[src/rtl/dmem_load_unit_pkg.sv]
// Shared definitions for the data-memory load unit.
// Contents: load type (funct3) encodings, FSM state encoding, and helper
// functions that classify a load as legal and as crossing a word boundary.
package dmem_load_unit_pkg;

  localparam logic [2:0] LT_LB  = 3'b000;
  localparam logic [2:0] LT_LH  = 3'b001;
  localparam logic [2:0] LT_LW  = 3'b010;
  localparam logic [2:0] LT_LBU = 3'b100;
  localparam logic [2:0] LT_LHU = 3'b101;

  typedef enum logic [1:0] {
    ST_IDLE = 2'd0,
    ST_RD0  = 2'd1,
    ST_RD1  = 2'd2,
    ST_DONE = 2'd3
  } load_state_e;

  function automatic logic is_legal_type(input logic [2:0] ltype);
    return (ltype == LT_LB) || (ltype == LT_LH) || (ltype == LT_LW) ||
           (ltype == LT_LBU) || (ltype == LT_LHU);
  endfunction

  // A load needs a second word when its bytes run past byte 3 of the word.
  function automatic logic is_cross_word(input logic [2:0] ltype,
                                         input logic [1:0] addr_lo);
    return ((ltype == LT_LW) && (addr_lo != 2'd0)) ||
           (((ltype == LT_LH) || (ltype == LT_LHU)) && (addr_lo == 2'd3));
  endfunction

endpackage

[src/rtl/load_align_ext.sv]
// Byte-lane extraction and sign/zero extension for loads.
// Ports:
//   i_w0      : first (lower-address) memory word
//   i_w1      : second memory word, zero when the load fits in one word
//   i_addr_lo : byte offset of the load within the first word
//   i_type    : funct3 load type
//   o_result  : extended 32-bit load result (zero for illegal types)
module load_align_ext
  import dmem_load_unit_pkg::*;
(
  input  logic [31:0] i_w0,
  input  logic [31:0] i_w1,
  input  logic [1:0]  i_addr_lo,
  input  logic [2:0]  i_type,
  output logic [31:0] o_result
);

  logic [31:0] w_sel;

  // Little-endian: shifting {w1,w0} right by the byte offset puts the
  // addressed byte in lane 0, with following bytes spilling in from w1.
  assign w_sel = 32'(({i_w1, i_w0}) >> {i_addr_lo, 3'b000});

  always_comb begin
    o_result = '0;
    case (i_type)
      LT_LB:   o_result = {{24{w_sel[7]}}, w_sel[7:0]};
      LT_LH:   o_result = {{16{w_sel[15]}}, w_sel[15:0]};
      LT_LW:   o_result = w_sel;
      LT_LBU:  o_result = {24'd0, w_sel[7:0]};
      LT_LHU:  o_result = {16'd0, w_sel[15:0]};
      default: o_result = '0;
    endcase
  end

endmodule

[src/rtl/dmem_load_unit.sv]
// MEM-stage load unit for LB/LH/LW/LBU/LHU against a word-organised memory
// with a 1-cycle synchronous read port. Loads that cross a word boundary are
// split into two consecutive word reads; the pipeline is stalled meanwhile.
// Ports:
//   clk, rst_n    : clock, asynchronous active-low reset
//   load_req_M    : load request (sampled only in IDLE; must be held while busy)
//   load_addr_M   : byte address
//   load_type_M   : funct3 load type
//   load_busy     : high whenever the FSM is not IDLE
//   load_valid    : one-cycle result strobe (DONE state)
//   load_data     : extended result, held until the next DONE
//   load_fault    : illegal load type, qualified by load_valid
//   mem_rd_en     : word read strobe
//   mem_rd_addr   : word index of the read
//   mem_rd_data   : read word, valid the cycle after mem_rd_en
//   o_dbg_state   : current FSM state
// Handshake: a request is taken on the rising edge where the FSM is IDLE and
// load_req_M=1; the requester then holds its inputs until load_busy falls.
module dmem_load_unit
  import dmem_load_unit_pkg::*;
#(
  parameter int ADDR_WIDTH = 32,
  parameter int DATA_WIDTH = 32
) (
  input  logic                  clk,
  input  logic                  rst_n,
  input  logic                  load_req_M,
  input  logic [ADDR_WIDTH-1:0] load_addr_M,
  input  logic [2:0]            load_type_M,
  output logic                  load_busy,
  output logic                  load_valid,
  output logic [DATA_WIDTH-1:0] load_data,
  output logic                  load_fault,
  output logic                  mem_rd_en,
  output logic [ADDR_WIDTH-3:0] mem_rd_addr,
  input  logic [DATA_WIDTH-1:0] mem_rd_data,
  output logic [1:0]            o_dbg_state
);

  localparam int WW = ADDR_WIDTH - 2;

  load_state_e           r_state, w_state_n;
  logic [ADDR_WIDTH-1:0] r_addr;
  logic [2:0]            r_type;
  logic [DATA_WIDTH-1:0] r_w0;
  logic [DATA_WIDTH-1:0] r_data;
  logic                  r_fault;

  logic                  w_legal;
  logic                  w_cross;
  logic [31:0]           w_align_w0;
  logic [31:0]           w_align_w1;
  logic [31:0]           w_result;

  assign w_legal = is_legal_type(load_type_M);
  assign w_cross = is_cross_word(r_type, r_addr[1:0]);

  // In RD0 the first word arrives directly from memory; in RD1 it comes
  // from r_w0 and the second word arrives from memory.
  assign w_align_w0 = (r_state == ST_RD1) ? r_w0 : mem_rd_data;
  assign w_align_w1 = (r_state == ST_RD1) ? mem_rd_data : 32'd0;

  load_align_ext u_align (
    .i_w0      (w_align_w0),
    .i_w1      (w_align_w1),
    .i_addr_lo (r_addr[1:0]),
    .i_type    (r_type),
    .o_result  (w_result)
  );

  always_comb begin
    w_state_n   = r_state;
    mem_rd_en   = 1'b0;
    mem_rd_addr = r_addr[ADDR_WIDTH-1:2];
    case (r_state)
      ST_IDLE: begin
        if (load_req_M) begin
          if (w_legal) begin
            mem_rd_en   = 1'b1;
            mem_rd_addr = load_addr_M[ADDR_WIDTH-1:2];
            w_state_n   = ST_RD0;
          end else begin
            w_state_n   = ST_DONE;
          end
        end
      end
      ST_RD0: begin
        if (w_cross) begin
          mem_rd_en   = 1'b1;
          mem_rd_addr = r_addr[ADDR_WIDTH-1:2] + WW'(1);
          w_state_n   = ST_RD1;
        end else begin
          w_state_n   = ST_DONE;
        end
      end
      ST_RD1:  w_state_n = ST_DONE;
      ST_DONE: w_state_n = ST_IDLE;
      default: w_state_n = ST_IDLE;
    endcase
  end

  always_ff @(posedge clk or negedge rst_n) begin
    if (!rst_n) begin
      r_state <= ST_IDLE;
      r_addr  <= '0;
      r_type  <= '0;
      r_w0    <= '0;
      r_data  <= '0;
      r_fault <= 1'b0;
    end else begin
      r_state <= w_state_n;
      case (r_state)
        ST_IDLE: begin
          if (load_req_M) begin
            r_addr  <= load_addr_M;
            r_type  <= load_type_M;
            r_fault <= !w_legal;
            if (!w_legal) r_data <= '0;
          end
        end
        ST_RD0: begin
          r_w0 <= mem_rd_data;
          if (!w_cross) r_data <= w_result;
        end
        ST_RD1:  r_data <= w_result;
        default: ;
      endcase
    end
  end

  assign load_busy   = (r_state != ST_IDLE);
  assign load_valid  = (r_state == ST_DONE);
  assign load_fault  = (r_state == ST_DONE) && r_fault;
  assign load_data   = r_data;
  assign o_dbg_state = r_state;

endmodule

[config.mk]
export PLATFORM = sky130hd
export DESIGN_NAME = dmem_load_unit
export DESIGN_NICKNAME = d
export VERILOG_FILES = /design/src/rtl/dmem_load_unit_pkg.sv /design/src/rtl/load_align_ext.sv /design/src/rtl/dmem_load_unit.sv
export SDC_FILE = /design/constraint.sdc
export NUM_CORES = 1
export LEC_CHECK = 0
export CORE_MARGIN = 3
export CORE_UTILIZATION = 30
export CTS_CLUSTER_DIAMETER = 30
export DETAILED_ROUTE_END_ITERATION = 12
export PLACE_DENSITY = 0.58
export SETUP_SLACK_MARGIN = 0.3
export SLEW_MARGIN = 20
export SYNTH_ARGS = -nofsm -noshare
export SYNTH_HDL_FRONTEND = slang
export SYNTH_SLANG_ARGS = --single-unit
[constraint.sdc]
create_clock -name clk -period 4.1 [get_ports clk]
set_clock_uncertainty 0.1 [all_clocks]
set_input_delay 0.82 -clock clk [delete_from_list [all_inputs] [get_ports clk]]
set_output_delay 0.82 -clock clk [all_outputs]
set_load 0.01 [all_outputs]
After elaboration in Yosys (flattened, before gate mapping)
Index checks and enable logic that the tools add are counted.
W data, S select, Z words.
- mux-type cells: 19
- reduce and logical (&&, ||, !) cells: 18
- equality and inequality tests: 15
- add/sub/neg operators: 1
- shifts and indexed selects: 1
- operators with widths (operator ; count):
    $mux W32 ; 5
    $pmux W32 S5 ; 1
    $pmux W32 S3 ; 1
    $mux W30 ; 3
    $shr A64 B5 Y32 ; 1
    $pmux W30 S2 ; 1
    $add A30 B1 Y30 const B ; 1
    $eq A3 B3 Y1 const B ; 4
    $pmux W2 S4 ; 1
    $eq A2 B2 Y1 const B ; 3
    $eq A3 B1 Y1 const B ; 2
    $eq A3 B2 Y1 const B ; 2
    $logic_not A3 Y1 ; 2
    $logic_or A1 B1 Y1 ; 6
    $ne A2 B2 Y1 const B ; 3
    $mux W1 ; 4
    $mux W2 ; 2
    $reduce_and A4 Y1 ; 1
    $reduce_bool A2 Y1 ; 2
    $logic_and A1 B1 Y1 ; 3
    $reduce_bool A3 Y1 ; 1
    $eq A2 B1 Y1 const B ; 1
    $logic_not A2 Y1 ; 1
    $pmux W1 S2 ; 1
    2 further kinds ; 2
- flip-flop bits (word level): 102
- output and inout bits: 68
- word-level logic and storage cells: 60
- input port bits: 70

Depth between registers and ports, before layout
- depth after elaboration: 8
- gate-level depth with buffers: 10
- depth with buffers taken out: 7

By module
Synthesis repeated with hierarchy kept, for this count alone.
- cell total of the unflattened synthesis: 728
- area total of the unflattened synthesis: 7303.3 um^2
- by module, submodules not included (module ; cells each ; sequential area each (um^2) ; area each (um^2) ; instances):
    dmem_load_unit ; 613 ; 2552.4 ; 6083.3 ; 1
    load_align_ext ; 115 ; 0.0 ; 1219.9 ; 1

Worst setup path after synthesis
No wires, ideal clock.
- kind: input port to output port
- start: in load_type_M[0]
- end: out mem_rd_addr[28]
- buffers on the path: 2
- setup slack: 0.751 ns
- arrival time: 2.429 ns
- required time: 3.180 ns
- cell stages on the path: 7
- cell sequence: o21ai_0 > and2_1 > clkbuf_1 > clkbuf_1 > mux2_2 > a22oi_1 > nand3_1
- cells in the longest elaborated chain, start to end: 8
- elaborated cells on any way between the ends: 12
- classes of those cells: eq/ne: 4; mux: 3; reduce/logical: 5
- ends and longest elaborated chain (element ; RTL line ; text):
    start: declaration ; dmem_load_unit.sv:29 ; input logic [2:0] load_type_M,
    $eq A3 B1 Y1 / $logic_not A3 Y1 (equally long branches) ; dmem_load_unit_pkg.sv:20 ; return (ltype == LT_LB) || (ltype == LT_LH) || (ltype == LT_LW) ||
    $logic_or A1 B1 Y1 (3 in a row) ; dmem_load_unit_pkg.sv:20 ;
    $logic_or A1 B1 Y1 (*) ; dmem_load_unit_pkg.sv:21 ; (ltype == LT_LBU) || (ltype == LT_LHU);
    $mux W30 (*) ; dmem_load_unit.sv:78 ; if (w_legal) begin
    $mux W30 (*) ; dmem_load_unit.sv:77 ; if (load_req_M) begin
    $pmux W30 S2 (*) ; dmem_load_unit.sv:75 ; case (r_state)
    end: declaration ; dmem_load_unit.sv:35 ; output logic [ADDR_WIDTH-3:0] mem_rd_addr,
Mark *: on every way between the ends. The rest lies on a longest branch, timed or not.

Final worst setup path
- start: reg r_addr[5]
- end: out mem_rd_addr[24]
- cells in the longest elaborated chain, start to end: 3
- ends and longest elaborated chain (element ; RTL line ; text):
    start: declaration ; dmem_load_unit.sv:43 ; logic [ADDR_WIDTH-1:0] r_addr;
    start signal: assignment ; dmem_load_unit.sv:115 ; r_addr <= load_addr_M;
    $add A30 B1 Y30 ; dmem_load_unit.sv:90 ; mem_rd_addr = r_addr[ADDR_WIDTH-1:2] + WW'(1);
    $mux W30 ; dmem_load_unit.sv:88 ; if (w_cross) begin
    $pmux W30 S2 ; dmem_load_unit.sv:75 ;
Every way passes these cells.

==> metrics.txt <==
outcome=finished, final reports clean; multi-input logic area=around 0.0041 mm^2; Clock Pin Slew Worst Setup and Hold Paths=approximately 0.070 ns; Max VDD drop=~0.33 mV; post-synthesis compound-gate area fraction=17.4%; Residual DRC=0; maxcap violations=0; Internal Pwr Total=4.10 mW; multiplexer area fraction after synthesis=24.1%; Nets=between 900 and 1000; largest family of logic cells by synthesized area=multiplexers; worst r2r dst=load_data[29]$_DFFE_PN0P_; Max transition margin=around 27%; cell count along the critical path=5; Setup TNS Final=0 ns; synth unique cells=between 60 and 70; adder-cell share of the synthesized area=approximately 1.1%; first-pass GRT wire length=roughly 35000 um; Slew Limit Fails=0; GRT Total Usage=18.0%; final cycle utilization of the critical path=between 90% and 100%; DIE AREA=between 0.02 and 0.025 mm^2; Avg Cell Area, Syn=9.87 um^2; via count=between 6000 and 7000; CTS tree=done; Synth Area in Simple Gates=between 10% and 20%; EDFF count, synth=0; top-area cell type share of the netlist area=a little under two fifths; dpl hpwl=between 15000 and 20000 um; GRT Residual Overflow=0; RSZ-0062 raised after global routing=yes; Avg Vias per Cell=5.59; GPL Wtd Cong=roughly 0.86; R2R cell count=7; io pins=about 140; Routed Antenna Nets=0; max incr delay on CP=0.63 ns; final hold vios=0; number of antenna diodes=0; capture point of the critical path=mem_rd_addr[24]; synthesized flop and latch total=between 100 and 150; clk_lat worst skew=roughly 0.36 ns; Worst Hold Class=flip-flop to flip-flop; CP Max Fanout=8; clk buf depth=2; clock network fraction of design power=a little under an eighth; worst-margin pin slew=1.09 ns; initial antenna violation count=0; storage element area=approximately 0.0026 mm^2; Synth area leaders=dfrtp_1 37%, mux2_2 14%, mux2i_1 7.1%; xor and xnor area share after synthesis=under 10%; die width=approximately 160 um; Iteration-0 DRC Markers=between 400 and 500; Mapped Cells=between 600 and 700; Avg WL per Cell=~20 um; fin crit period=approximately 3.8 ns; Mapped Nets=between 700 and 800; Initial Util=a little under a third; final setup fails=0; Post-Place Setup Slack=between 0.15 and 0.2 ns; CP arrival=about 2.9 ns; yosys warns=0; row cnt=54; CP top delay family=simple AND/OR/NAND/NOR gates; area grow syn2layout=31.5%; H-tree depth=3; crit end category=output port; Critical Path Start Type=flip-flop; register area share after synthesis=37.2%; Crit path buffers/inverters=1; Setup Crit Path Kind=flip-flop to output port; dominant synthesized flop cell=dfrtp_1; vias in the first global route=6006; total CTS buffers=9; IO buf count=between 100 and 150; routed wire length=approximately 22000 um; Final WS setup=0.309 ns; drt pass-1 iters=5; CTS sink count=102; Yosys top cell by area=dfrtp_1; R2R Path Start=o_dbg_state[0]$_DFFE_PN0N_; largest net degree at the start of global routing=60; layout cells sized above 1=about 21%; most frequent cells in the layout=114 x clkdlybuf4s50_1, 94 x dfrtp_1, 85 x nand2_1, 85 x mux2_2, 49 x mux2i_1; combinational share of power=between 60% and 70%; leakage=3.58 nW; core area=around 0.022 mm^2; Sw Ratio=between 40% and 50%; FILL cells=2221; critical-path cell list=nand4_1 -> or4_4 -> or4_1 -> o311ai_1 -> dlygate4sd2_1; maximum clock rate=between 200 and 300 MHz; CP Launch Point=r_addr[5]$_DFFE_PN0P_; Mapped Area=around 0.007 mm^2; most common cell after layout, fill and taps aside=clkdlybuf4s50_1; Power per Cell Area=~820 mW/mm^2; Root Driver=clkbuf_16; flop-to-flop setup slack=slightly above 0.8 ns; CP max stage cell=or4_4; die height=approximately 160 um; Flop pwr share=26.6%; Net Sw Power=approximately 3.3 mW; Critical Path RT=3.18 ns; ys async rst share=100%
power by group through the flow:
stage	sequential, mW	clock (mW)	combinational, mW
after floorplan	1.86	0	2.92
after global placement	1.96	0	4.59
after detailed placement	1.97	0	4.61
after CTS	1.96	0.879	4.59
after global routing	2.05	0.913	4.99
final	1.98	0.858	4.60
worst register-to-register path: cells and delay by family (launching register included):
kind            cells  cell delay [ns]
mux                 2             0.90
flops               1             0.44
simple gates        1             0.53
compound gates      2             0.50
fa+ha+maj           1             0.56
buf+inv             1             0.18
cell usage after synthesis, drive strengths merged (6+ instances only):
| cell type | n |
|---|---|
| dfrtp | 102 |
| buf | 27 |
| a221o | 26 |
| mux4 | 9 |
| a21oi | 23 |
| mux2 | 85 |
| nand2 | 85 |
| mux2i | 49 |
| a22oi | 10 |
| nor2 | 25 |
| and3 | 8 |
| nand4 | 12 |
| inv | 13 |
| nand3 | 22 |
| a31oi | 9 |
| o32ai | 8 |
| o21ai | 41 |
| ha | 6 |
| o211ai | 11 |
| nor4 | 8 |
| clkbuf | 29 |
| a211oi | 11 |
| nor3 | 9 |
kinds of logic after synthesis:
family,after synthesis
simple gates,200
flops,102
compound gates,165
xor+xnor,9
fa+ha+maj,6
mux,143
buf+inv,70
metrics by stage:
step | hold slack [ns] | power (mW) | cells | cell area (um^2) | utilization, %
global placement | 0.358 | 6.55 | 1086 | 8600 | 38.8
CTS | 0.392 | 7.43 | 1108 | 8970 | 40.5
floorplan | 0.342 | 4.78 | 695 | 6860 | -
global route | 0.419 | 7.95 | 1110 | 9030 | 40.7
detailed placement | 0.370 | 6.58 | 1086 | 8600 | 38.8
finish | 0.382 | 7.44 | 1110 | 9030 | 40.7
worst min path at each step:
stage	slack, ns	to	cells after the start	from
2_1_floorplan	0.34	r_fault$_DFFE_PN0P_	2	r_fault$_DFFE_PN0P_
3_3_place_gp	0.36	load_data[15]$_DFFE_PN0P_	2	load_data[15]$_DFFE_PN0P_
3_5_place_dp	0.37	load_data[3]$_DFFE_PN0P_	2	load_data[3]$_DFFE_PN0P_
4_1_cts	0.39	load_data[8]$_DFFE_PN0P_	2	load_data[8]$_DFFE_PN0P_
5_1_grt	0.42	r_w0[29]$_DFFE_PN0P_	1	r_w0[29]$_DFFE_PN0P_
6_report	0.38	load_data[15]$_DFFE_PN0P_	2	load_data[15]$_DFFE_PN0P_
sequential cells by signal (all words and copies together), names as in the netlist:
| register | count |
|---|---|
| load_data | 32 |
| o_dbg_state | 2 |
| r_addr | 32 |
| r_fault | 1 |
| r_type | 3 |
| r_w0 | 32 |
per-layer routing:
layer / global-route usage, % / share of wire, %
met1: 27.0 / 48
met2: 26.3 / 44
met3: 3.00 / 6.3
met4: 5.74 / 1.8
met5: 0 / 0
cell type report:
| cell class | instances | share of cell area [%] |
|---|---|---|
| multi-input combinational | 524 | 45.5 |
| tap | 280 | 3.88 |
| timing repair buffer | 175 | 18.6 |
| sequential | 102 | 28.4 |
| clock buffer | 9 | 2.50 |
| inverter | 14 | 0.582 |
| clock inverter | 6 | 0.624 |
repair_timing:
action	in CTS	in global routing
gates resized for setup	33	14
setup buffers	6	2
setup endpoints to repair	28	19
hold buffers	0	0
cloned	1	0
pin swaps	4	2
hold endpoints to repair	0	0
(Power assumes the default switching activity.)
